**src/rtl/ex_ctl.sv**
```systemverilog
// ex_ctl: registered EX-stage control decode for the minicpu pipeline, plus a
// countdown sequencer for multi-cycle MULT/DIV and the HI/LO interlock.
// Optional feature macro: EX_CTL_DIV_EN. When it is defined, DIV/DIVU are
// sequenced. When it is undefined, DIV/DIVU decode as illegal and md_div is 0.
module ex_ctl #(
  parameter int MUL_CYCLES = 4,
  parameter int DIV_CYCLES = 33,
  parameter int CNT_W      = 6
) (
  input  logic        clk,
  input  logic        reset_n,
  input  logic [31:0] I2,
  input  logic        i_valid,
  input  logic        stall_in,
  input  logic        WriteLabel,
  output logic [7:0]  ALUsel,
  output logic [5:0]  QCsel,
  output logic        UseImm,
  output logic        illegal,
  output logic        ex_stall,
  output logic        md_busy,
  output logic        md_done,
  output logic        md_div,
  output logic        md_label
);

  // ALU select encodings. Unsigned add/sub share the signed codes.
  localparam logic [7:0] select_alu_add  = 8'h01;
  localparam logic [7:0] select_alu_sub  = 8'h02;
  localparam logic [7:0] select_alu_and  = 8'h03;
  localparam logic [7:0] select_alu_or   = 8'h04;
  localparam logic [7:0] select_alu_xor  = 8'h05;
  localparam logic [7:0] select_alu_nor  = 8'h06;
  localparam logic [7:0] select_alu_slt  = 8'h07;
  localparam logic [7:0] select_alu_sltu = 8'h08;
  localparam logic [7:0] select_alu_sll  = 8'h09;
  localparam logic [7:0] select_alu_srl  = 8'h0A;
  localparam logic [7:0] select_alu_sra  = 8'h0B;
  localparam logic [7:0] select_alu_sllv = 8'h0C;
  localparam logic [7:0] select_alu_srlv = 8'h0D;
  localparam logic [7:0] select_alu_srav = 8'h0E;
  localparam logic [7:0] select_alu_lui  = 8'h0F;

  // Quick-compare select encodings.
  localparam logic [5:0] select_qc_eq  = 6'h01;
  localparam logic [5:0] select_qc_ne  = 6'h02;
  localparam logic [5:0] select_qc_lez = 6'h03;
  localparam logic [5:0] select_qc_gtz = 6'h04;
  localparam logic [5:0] select_qc_ltz = 6'h05;
  localparam logic [5:0] select_qc_gez = 6'h06;

  localparam logic [CNT_W-1:0] MUL_LOAD = CNT_W'(MUL_CYCLES - 1);
`ifdef EX_CTL_DIV_EN
  localparam logic [CNT_W-1:0] DIV_LOAD = CNT_W'(DIV_CYCLES - 1);
`else
  localparam int unused_div_cycles = DIV_CYCLES;
`endif

  typedef enum logic [1:0] {
    MD_IDLE = 2'd0,
    MD_MUL  = 2'd1,
`ifdef EX_CTL_DIV_EN
    MD_DIV  = 2'd2,
`endif
    MD_DONE = 2'd3
  } md_state_t;

  logic [5:0]       op_s;
  logic [5:0]       funct_s;
  logic [4:0]       rt_s;
  logic [7:0]       alu_s;
  logic [5:0]       qc_s;
  logic             imm_s;
  logic             ill_s;
  logic             mul_op_s;
  logic             div_op_s;
  logic             hilo_s;
  logic             accept_s;
  logic             start_mul_s;
  logic             start_div_s;
  logic             unused_s;
  md_state_t        state_r;
  md_state_t        state_nx_s;
  logic [CNT_W-1:0] cnt_r;
  logic [CNT_W-1:0] cnt_nx_s;
  logic             md_label_r;

  assign op_s     = I2[31:26];
  assign funct_s  = I2[5:0];
  assign rt_s     = I2[20:16];
  assign unused_s = ^{I2[25:21], I2[15:6]};

  // Decode the stage-3 instruction into ALU/QC/immediate controls and MD class
  always_comb begin
    alu_s    = 8'h00;
    qc_s     = 6'h00;
    imm_s    = 1'b0;
    ill_s    = 1'b0;
    mul_op_s = 1'b0;
    div_op_s = 1'b0;
    hilo_s   = 1'b0;
    case (op_s)
      6'h00: begin
        case (funct_s)
          6'h00: alu_s = select_alu_sll;
          6'h02: alu_s = select_alu_srl;
          6'h03: alu_s = select_alu_sra;
          6'h04: alu_s = select_alu_sllv;
          6'h06: alu_s = select_alu_srlv;
          6'h07: alu_s = select_alu_srav;
          6'h08, 6'h09: alu_s = 8'h00;  // JR/JALR: no ALU work
          6'h10, 6'h11, 6'h12, 6'h13: hilo_s = 1'b1;
          6'h18, 6'h19: mul_op_s = 1'b1;
`ifdef EX_CTL_DIV_EN
          6'h1A, 6'h1B: div_op_s = 1'b1;
`else
          6'h1A, 6'h1B: ill_s = 1'b1;
`endif
          6'h20, 6'h21: alu_s = select_alu_add;
          6'h22, 6'h23: alu_s = select_alu_sub;
          6'h24: alu_s = select_alu_and;
          6'h25: alu_s = select_alu_or;
          6'h26: alu_s = select_alu_xor;
          6'h27: alu_s = select_alu_nor;
          6'h2A: alu_s = select_alu_slt;
          6'h2B: alu_s = select_alu_sltu;
          default: ill_s = 1'b1;
        endcase
      end
      6'h01: begin
        case (rt_s)
          5'h00, 5'h10: qc_s = select_qc_ltz;
          5'h01, 5'h11: qc_s = select_qc_gez;
          default: ill_s = 1'b1;
        endcase
      end
      6'h02, 6'h03: alu_s = 8'h00;  // J/JAL: no ALU work
      6'h04: qc_s = select_qc_eq;
      6'h05: qc_s = select_qc_ne;
      6'h06: qc_s = select_qc_lez;
      6'h07: qc_s = select_qc_gtz;
      6'h08, 6'h09: begin alu_s = select_alu_add;  imm_s = 1'b1; end
      6'h0A: begin alu_s = select_alu_slt;  imm_s = 1'b1; end
      6'h0B: begin alu_s = select_alu_sltu; imm_s = 1'b1; end
      6'h0C: begin alu_s = select_alu_and;  imm_s = 1'b1; end
      6'h0D: begin alu_s = select_alu_or;   imm_s = 1'b1; end
      6'h0E: begin alu_s = select_alu_xor;  imm_s = 1'b1; end
      6'h0F: begin alu_s = select_alu_lui;  imm_s = 1'b1; end
      6'h20, 6'h21, 6'h23, 6'h24, 6'h25, 6'h28, 6'h29, 6'h2B: begin
        alu_s = select_alu_add;
        imm_s = 1'b1;
      end
      default: ill_s = 1'b1;
    endcase
  end

  // Only HI/LO users are held back while the multiplier/divider is busy
  assign ex_stall    = i_valid & md_busy & (mul_op_s | div_op_s | hilo_s);
  assign accept_s    = i_valid & ~ex_stall & ~stall_in;
  assign start_mul_s = accept_s & mul_op_s;
  assign start_div_s = accept_s & div_op_s;

  // Register decoded controls: hold under stall_in, bubble when nothing is accepted
  always_ff @(posedge clk or negedge reset_n) begin
    if (!reset_n) begin
      ALUsel  <= 8'h00;
      QCsel   <= 6'h00;
      UseImm  <= 1'b0;
      illegal <= 1'b0;
    end else if (!stall_in) begin
      if (accept_s) begin
        ALUsel  <= alu_s;
        QCsel   <= qc_s;
        UseImm  <= imm_s;
        illegal <= ill_s;
      end else begin
        ALUsel  <= 8'h00;
        QCsel   <= 6'h00;
        UseImm  <= 1'b0;
        illegal <= 1'b0;
      end
    end
  end

  // MD sequencer state and countdown register
  always_ff @(posedge clk or negedge reset_n) begin
    if (!reset_n) begin
      state_r <= MD_IDLE;
      cnt_r   <= {CNT_W{1'b0}};
    end else begin
      state_r <= state_nx_s;
      cnt_r   <= cnt_nx_s;
    end
  end

  // MD next state: start from IDLE or DONE, count down while busy, one DONE cycle
  always_comb begin
    state_nx_s = state_r;
    cnt_nx_s   = cnt_r;
    case (state_r)
      MD_IDLE, MD_DONE: begin
        if (start_mul_s) begin
          state_nx_s = MD_MUL;
          cnt_nx_s   = MUL_LOAD;
`ifdef EX_CTL_DIV_EN
        end else if (start_div_s) begin
          state_nx_s = MD_DIV;
          cnt_nx_s   = DIV_LOAD;
`endif
        end else begin
          state_nx_s = MD_IDLE;
          cnt_nx_s   = {CNT_W{1'b0}};
        end
      end
`ifdef EX_CTL_DIV_EN
      MD_MUL, MD_DIV: begin
`else
      MD_MUL: begin
`endif
        if (cnt_r == {CNT_W{1'b0}}) begin
          state_nx_s = MD_DONE;
        end else begin
          cnt_nx_s = cnt_r - {{(CNT_W-1){1'b0}}, 1'b1};
        end
      end
      default: begin
        state_nx_s = MD_IDLE;
        cnt_nx_s   = {CNT_W{1'b0}};
      end
    endcase
  end

  // Latch the result label (and divide flag) when an MD op starts
  always_ff @(posedge clk or negedge reset_n) begin
    if (!reset_n) begin
      md_label_r <= 1'b0;
    end else if (start_mul_s | start_div_s) begin
      md_label_r <= WriteLabel;
    end
  end

`ifdef EX_CTL_DIV_EN
  logic md_div_r;

  // Remember whether the active/last MD op is a divide
  always_ff @(posedge clk or negedge reset_n) begin
    if (!reset_n) begin
      md_div_r <= 1'b0;
    end else if (start_mul_s | start_div_s) begin
      md_div_r <= start_div_s;
    end
  end

  assign md_div  = md_div_r;
  assign md_busy = (state_r == MD_MUL) | (state_r == MD_DIV);
`else
  assign md_div  = 1'b0;
  assign md_busy = (state_r == MD_MUL);
`endif

  assign md_done  = (state_r == MD_DONE);
  assign md_label = md_label_r;

endmodule

```
**config.mk**
```make
export PLATFORM = sky130hd
export DESIGN_NAME = ex_ctl
export DESIGN_NICKNAME = d
export VERILOG_FILES = /design/src/rtl/ex_ctl.sv
export SDC_FILE = /design/constraint.sdc
export NUM_CORES = 1
export LEC_CHECK = 0
export BUFFER_PORTS_ARGS = -buffer_cell sky130_fd_sc_hd__buf_2
export CAP_MARGIN = 20
export CORE_MARGIN = 4
export CORE_UTILIZATION = 48
export DETAILED_ROUTE_END_ITERATION = 10
export PLACE_DENSITY = 0.83
export SLEW_MARGIN = 40
export SYNTH_ARGS = -nofsm -noshare
export SYNTH_HDL_FRONTEND = slang
export SYNTH_SLANG_ARGS = --single-unit
```
**constraint.sdc**
```tcl
create_clock -name clk -period 1.7 [get_ports clk]
set_input_delay 0.17 -clock clk [delete_from_list [all_inputs] [get_ports clk]]
set_output_delay 0.17 -clock clk [all_outputs]
set_load 0.005 [all_outputs]
```
# [Word level (Yosys, flattened, before mapping)]
# Cells that the tools add are included.
[word_totals] ff_bits=25 inputBits=37 output_inout_bits=21 wordCells=108
[op_classes] n_addsub=1 n_eq_ne=53 n_mux=22 bitwise=8 n_reduce_logical=17
[ops] cell="$eq 6x6->1 const B" count=18
[ops] cell="$eq 6x4->1 const B" count=10
[ops] cell="$pmux 4 s14" count=1
[ops] cell="$eq 6x3->1 const B" count=7
[ops] cell="$eq 6x5->1 const B" count=6
[ops] cell="$pmux 4 s8" count=1
[ops] cell="$eq 6x2->1 const B" count=4
[ops] cell="$reduce_or 24->1" count=1
[ops] cell="$reduce_or 22->1" count=1
[ops] cell="$logic_not 6->1" count=3
[ops] cell="$reduce_or 16->1" count=1
[ops] cell="$pmux 3 s5" count=1
[ops] cell="$mux 6" count=2
[ops] cell="$pmux 6 s2" count=1
[ops] cell="$reduce_or 2->1" count=6
[ops] cell="$eq 5x5->1 const B" count=2
[ops] cell="$mux 1" count=10
[ops] cell="$reduce_or 10->1" count=1
[ops] cell="$mux 8" count=1
[ops] cell="$reduce_or 4->1" count=2
[ops] cell="$eq 6x1->1 const B" count=1
[ops] cell="$pmux 3 s2" count=1
[ops] cell="$sub 6x1->6 const B" count=1
[ops] cell="$and 1x1->1" count=5
[ops] cell="12 further kinds" count=14

# [Logic depth before layout (Yosys ltp)]
[depth] depth_word=12 ltp_mapped=7 depth_no_buf=7

# [Worst setup path before layout]
# Ideal clock, no wire load.
[synth_path] path_kind="input to register" start="input port I2[30]" end="register cnt_r[1]" setup_time_ps=86 t_arrival_ps=1554 required_time_ps=1614 slack_ps=60 stages=5 path_buffers=0 path_cell_list="or3_4 -> nor4_4 -> nand3_2 -> or4_4 -> a32oi_2"
[synth_via] elab_chain_len=10 word_cells_on_any_way=11 classes_between="mux (4); bitwise (6); reduce/logical (1)"
[synth_rtl] item="start: declaration" line="12" source="input logic [31:0] I2,"
[synth_rtl] item="$logic_not 6->1 *" line="102" source="case (op_s)"
[synth_rtl] item="$mux 1" line="102"
[synth_rtl] item="$or 1x1->1" line="158" source="assign ex_stall = i_valid & md_busy & (mul_op_s | div_op_s | hilo_s);"
[synth_rtl] item="$and 1x1->1" line="158"
[synth_rtl] item="$not 1->1" line="159" source="assign accept_s = i_valid & ~ex_stall & ~stall_in;"
[synth_rtl] item="$and 1x1->1 (2 in series)" line="159"
[synth_rtl] item="$and 1x1->1 *" line="160" source="assign start_mul_s = accept_s & mul_op_s;"
[synth_rtl] item="$mux 2 *" line="202" source="if (start_mul_s) begin"
[synth_rtl] item="$pmux 6 s2 *" line="200" source="case (state_r)"
[synth_rtl] item="end signal: assignment" line="189" source="cnt_r <= {CNT_W{1'b0}};"
[synth_rtl] item="end signal: assignment" line="192" source="cnt_r <= cnt_nx_s;"
[synth_rtl] item="end: declaration" line="84" source="logic [CNT_W-1:0] cnt_r;"
# Mark *: on every way between the ends. The rest lies on a longest branch, timed or not.
# A chain may end at the register's enable or synchronous reset.

# [Worst setup path after layout]
[layout_path] start="register state_r[1]" end="register cnt_r[1]"
[layout_via] elab_chain_len=9 word_cells_on_any_way=13 classes_between="eq/ne (3); mux (2); bitwise (6); reduce/logical (2)"
[layout_rtl] item="start: declaration" line="82" source="md_state_t state_r;"
[layout_rtl] item="start signal: assignment" line="191" source="state_r <= state_nx_s;"
[layout_rtl] item="$eq 2x1->1" line="200, 258"
[layout_rtl] item="$and 1x1->1 (2 in series)" line="158"
[layout_rtl] item="$not 1->1" line="159"
[layout_rtl] item="$and 1x1->1 (2 in series)" line="159"
[layout_rtl] item="$and 1x1->1" line="160"
[layout_rtl] item="$mux 2" line="202"
[layout_rtl] item="$pmux 6 s2" line="200"
# Several ways; a longest one is shown, not always the timed one.

==> flow_summary.yaml <==
run_status:
  outcome: "finished, final reports clean"
power_and_ir_drop:
  seqPwrFrac_pct: 48.7
  p_switching_uw: 251
  vdd_ir_drop_max_uv: 232
  power.leakage_uw: 0.000882
  switching_share_pct: 27.9
  p_int_uw: 649
  clock_power_share_pct: 30.0
  combPwrFrac_pct: 21.3
  p_per_area_nw_per_um2: 512
sta:
  final_max_slew_viol_count: 0
  final.period_utilization_pct: 97.6
  grt_setup_unrepaired: "true"
  fmax_mhz: 603
  setup-tns-final_ns: 0
  min_period_ns: 1.66
  skew_ns: 0.00993
  setup_viol_count_final: 0
  hold_violations: 0
setup_path:
  end_kind: "flip-flop"
  worstRegToRegCells: 4
  worstPathRequired_ns: 1.93
  crit_slowest_cell: "dfrtp_1"
  max_stage_delay_ns: 0.44
  reg2reg_from: "state_r[1]"
  reg2reg_setup_slack_ns: 0.04
  startpoint_type: "flip-flop"
  path_cells: "ha_1 -> or2b_4 -> or4_4 -> a32oi_2"
  cp.arrival_ns: 1.89
  critPathKind: "reg -> reg"
  cp_max_fo: 3
  reg2reg_to: "cnt_r[1]"
global_routing:
  antenna_found_initial: 0
  grt_pass1_wl_um: 5380
  grt_pass1_vias: 1216
  grt_max_degree: 19
  grt_util_all_layers_pct: 16.8
  grt-ovfl-total: 0
logic_synthesis:
  synth_top_family_by_area: "simple AND/OR/NAND/NOR gates"
  syn_inst: 173
  synth_xor_area_share_pct: 2.40
  ys_warn_count: 0
  synth-simple-area-share_pct: 25.4
  ys_ff_latch: 18
  synthAdderAreaFrac_pct: 4.29
  synthMuxAreaShare_pct: 4.29
  avgSynthCellArea_um2: 8.43
  yosysUniqueCellTypes: 49
  ys_seq_area_share_pct: 30.9
  synth_compound_area_share_pct: 20.5
  syn_area_um2: 1460
detailed_routing:
  drt_iter0_drc: 67
  vias_per_cell: 5.42
  ant_nets: 0
  drt_wl_total_um: 3350
  drc: 0
  wl_per_cell_um: 13.4
  dr.pass1.iters: 4
  vias: 1350
cts:
  cts_buffers: 3
  clockBufferDepth: 2
  cts_tree: "done"
  path_clk_slew_ns: 0.11
  htreeDepth: 1
  clkSinkCount: 18
  insertion_delay_ns: 0.30
  root_buffer: "clkbuf_4"
layout:
  layout.cells.non_filler: 249
  finalNetCount: 261
  nFillCells: 251
  final_common_cell: "buf_2"
  synthToLayoutAreaGrowth_pct: 20.6
  drive_gt1_share_pct: 32.1
  antenna_cells: 0
  fin_util_pct: 62.1
  final_cell_mix: "32 x buf_2, 22 x nand2_1, 21 x nor2_1"
hold_path:
  hold_end: "md_label"
  min_path_type: "in -> reg"
  min_from: "WriteLabel"
  min_path_cells: 2
die:
  chipHeight_um: 63.1
  core-area_um2: 2830
  start_util_pct: 51.5
  dieArea_um2: 3980
  ios: 58
  placementRows: 19
  die_x_um: 63.1
placed_design:
  port_buffers: 33
  place.gp.congestion: 0.849
  dp.cells: 242
  dpl.hpwl_um: 2630
flow_run:
  max_cap_violations: 0
## metrics by stage
stage                     setup WS, ns  instance area [um^2]  power (uW)  hold slack [ns]
after detailed placement        -0.142                  1650         631            0.119
after floorplan                 0.0597                  1480         577           -0.126
after CTS                      -0.0101                  1720         903           0.0922
after global routing           -0.0232                  1760         953           0.0909
final                           0.0405                  1760         900           0.0987
after global placement         -0.0706                  1650         628            0.116
## synth_stat cells (all sizes together)
master / n / area [um^2]
inv: 9 / 33.8
a22o: 2 / 17.5
a31o: 1 / 8.76
nand2: 23 / 86.3
and3b: 1 / 8.76
nor3: 3 / 15.0
buf: 11 / 90.1
nand2b: 4 / 25.0
and3: 2 / 13.8
nor2b: 2 / 12.5
nand3: 4 / 25.0
ha: 5 / 62.6
or3: 1 / 11.3
a21boi: 1 / 7.51
dfrtp: 18 / 450
o21a: 2 / 15.0
o31ai: 2 / 15.0
mux2: 2 / 22.5
a21oi: 9 / 45.0
nor2: 21 / 78.8
conb: 1 / 3.75
o211ai: 1 / 7.51
or4: 2 / 18.8
nor3b: 2 / 15.0
a2bb2oi: 2 / 17.5
or2b: 2 / 17.5
xnor2: 2 / 17.5
a211oi: 2 / 15.0
o22a: 2 / 17.5
o21bai: 1 / 7.51
nor4: 2 / 27.5
a2111oi: 1 / 8.76
o22ai: 1 / 6.26
nor4b: 1 / 15.0
o21ai: 10 / 50.1
a31oi: 4 / 25.0
clkbuf: 5 / 50.0
a32oi: 1 / 16.3
mux2i: 4 / 40.0
a22oi: 1 / 7.51
xor2: 2 / 17.5
o41a: 1 / 11.3
## power by group through the flow
stage	Combinational [uW]	Clock (uW)	Sequential [uW]
after floorplan	131	0	446
after global routing	214	300	439
after CTS	189	277	438
final	192	270	438
after global placement	182	0	446
after detailed placement	185	0	446
## cell type report
class | count | area, um^2 | share of cell area, %
multi-input combinational | 137 | 897 | 51.0
sequential | 18 | 450 | 25.6
timing repair buffer | 50 | 302 | 17.2
tap | 31 | 38.8 | 2.21
clock buffer | 4 | 36.3 | 2.06
inverter | 9 | 33.8 | 1.92
## cells by family (layout without fill, tap and decap cells)
group           count (synthesis)  in the layout
flops                          18             18
compound gates                 44             44
buf+inv                        25             63
mux                             6              6
other cells                     1              8
fa+ha+maj                       5              5
simple gates                   70             70
xor+xnor                        4              4
## metal layers
metal / up-vias / track usage (%) / wire (um)
met2: 30 / 30.6 / 1780
li1: 681 / - / -
met1: 634 / 20.0 / 1410
met5: - / 0 / 0
met3: 5 / 1.95 / 111
met4: 0 / 6.34 / 46
## worst max path at each step
stage / endpoint / slack, ns / startpoint
floorplan: cnt_r[1] / 0.06 / I2[30]
global placement: cnt_r[1] / -0.07 / I2[30]
detailed placement: cnt_r[1] / -0.14 / I2[30]
CTS: ex_stall / -0.01 / state_r[1]
global route: cnt_r[1] / -0.02 / state_r[1]
finish: cnt_r[1] / 0.04 / state_r[1]
## state kept, by name, indices dropped and copies added, names as in the netlist
name      flops
cnt_r         6
ALUsel        4
QCsel         3
state_r       2
UseImm        1
illegal       1
md_label      1
## what timing repair did
item / CTS / global route
endpoints found under the setup margin: 2 / 3
pin swaps: 1 / 2
gates resized for setup: 2 / 9
hold buffers: 1 / 0
hold endpoints to repair: 18 / 0
buffers inserted: 2 / 0
## critical path, delay by kind of cell (launching register included)
family	cells	cell delay [ns]
AO/OA/AOI/OAI	1	0.16
flip-flops	1	0.44
adder cells (fa/ha/maj)	1	0.29
AND/OR/NAND/NOR	2	0.70
(Power assumes the default switching activity.)
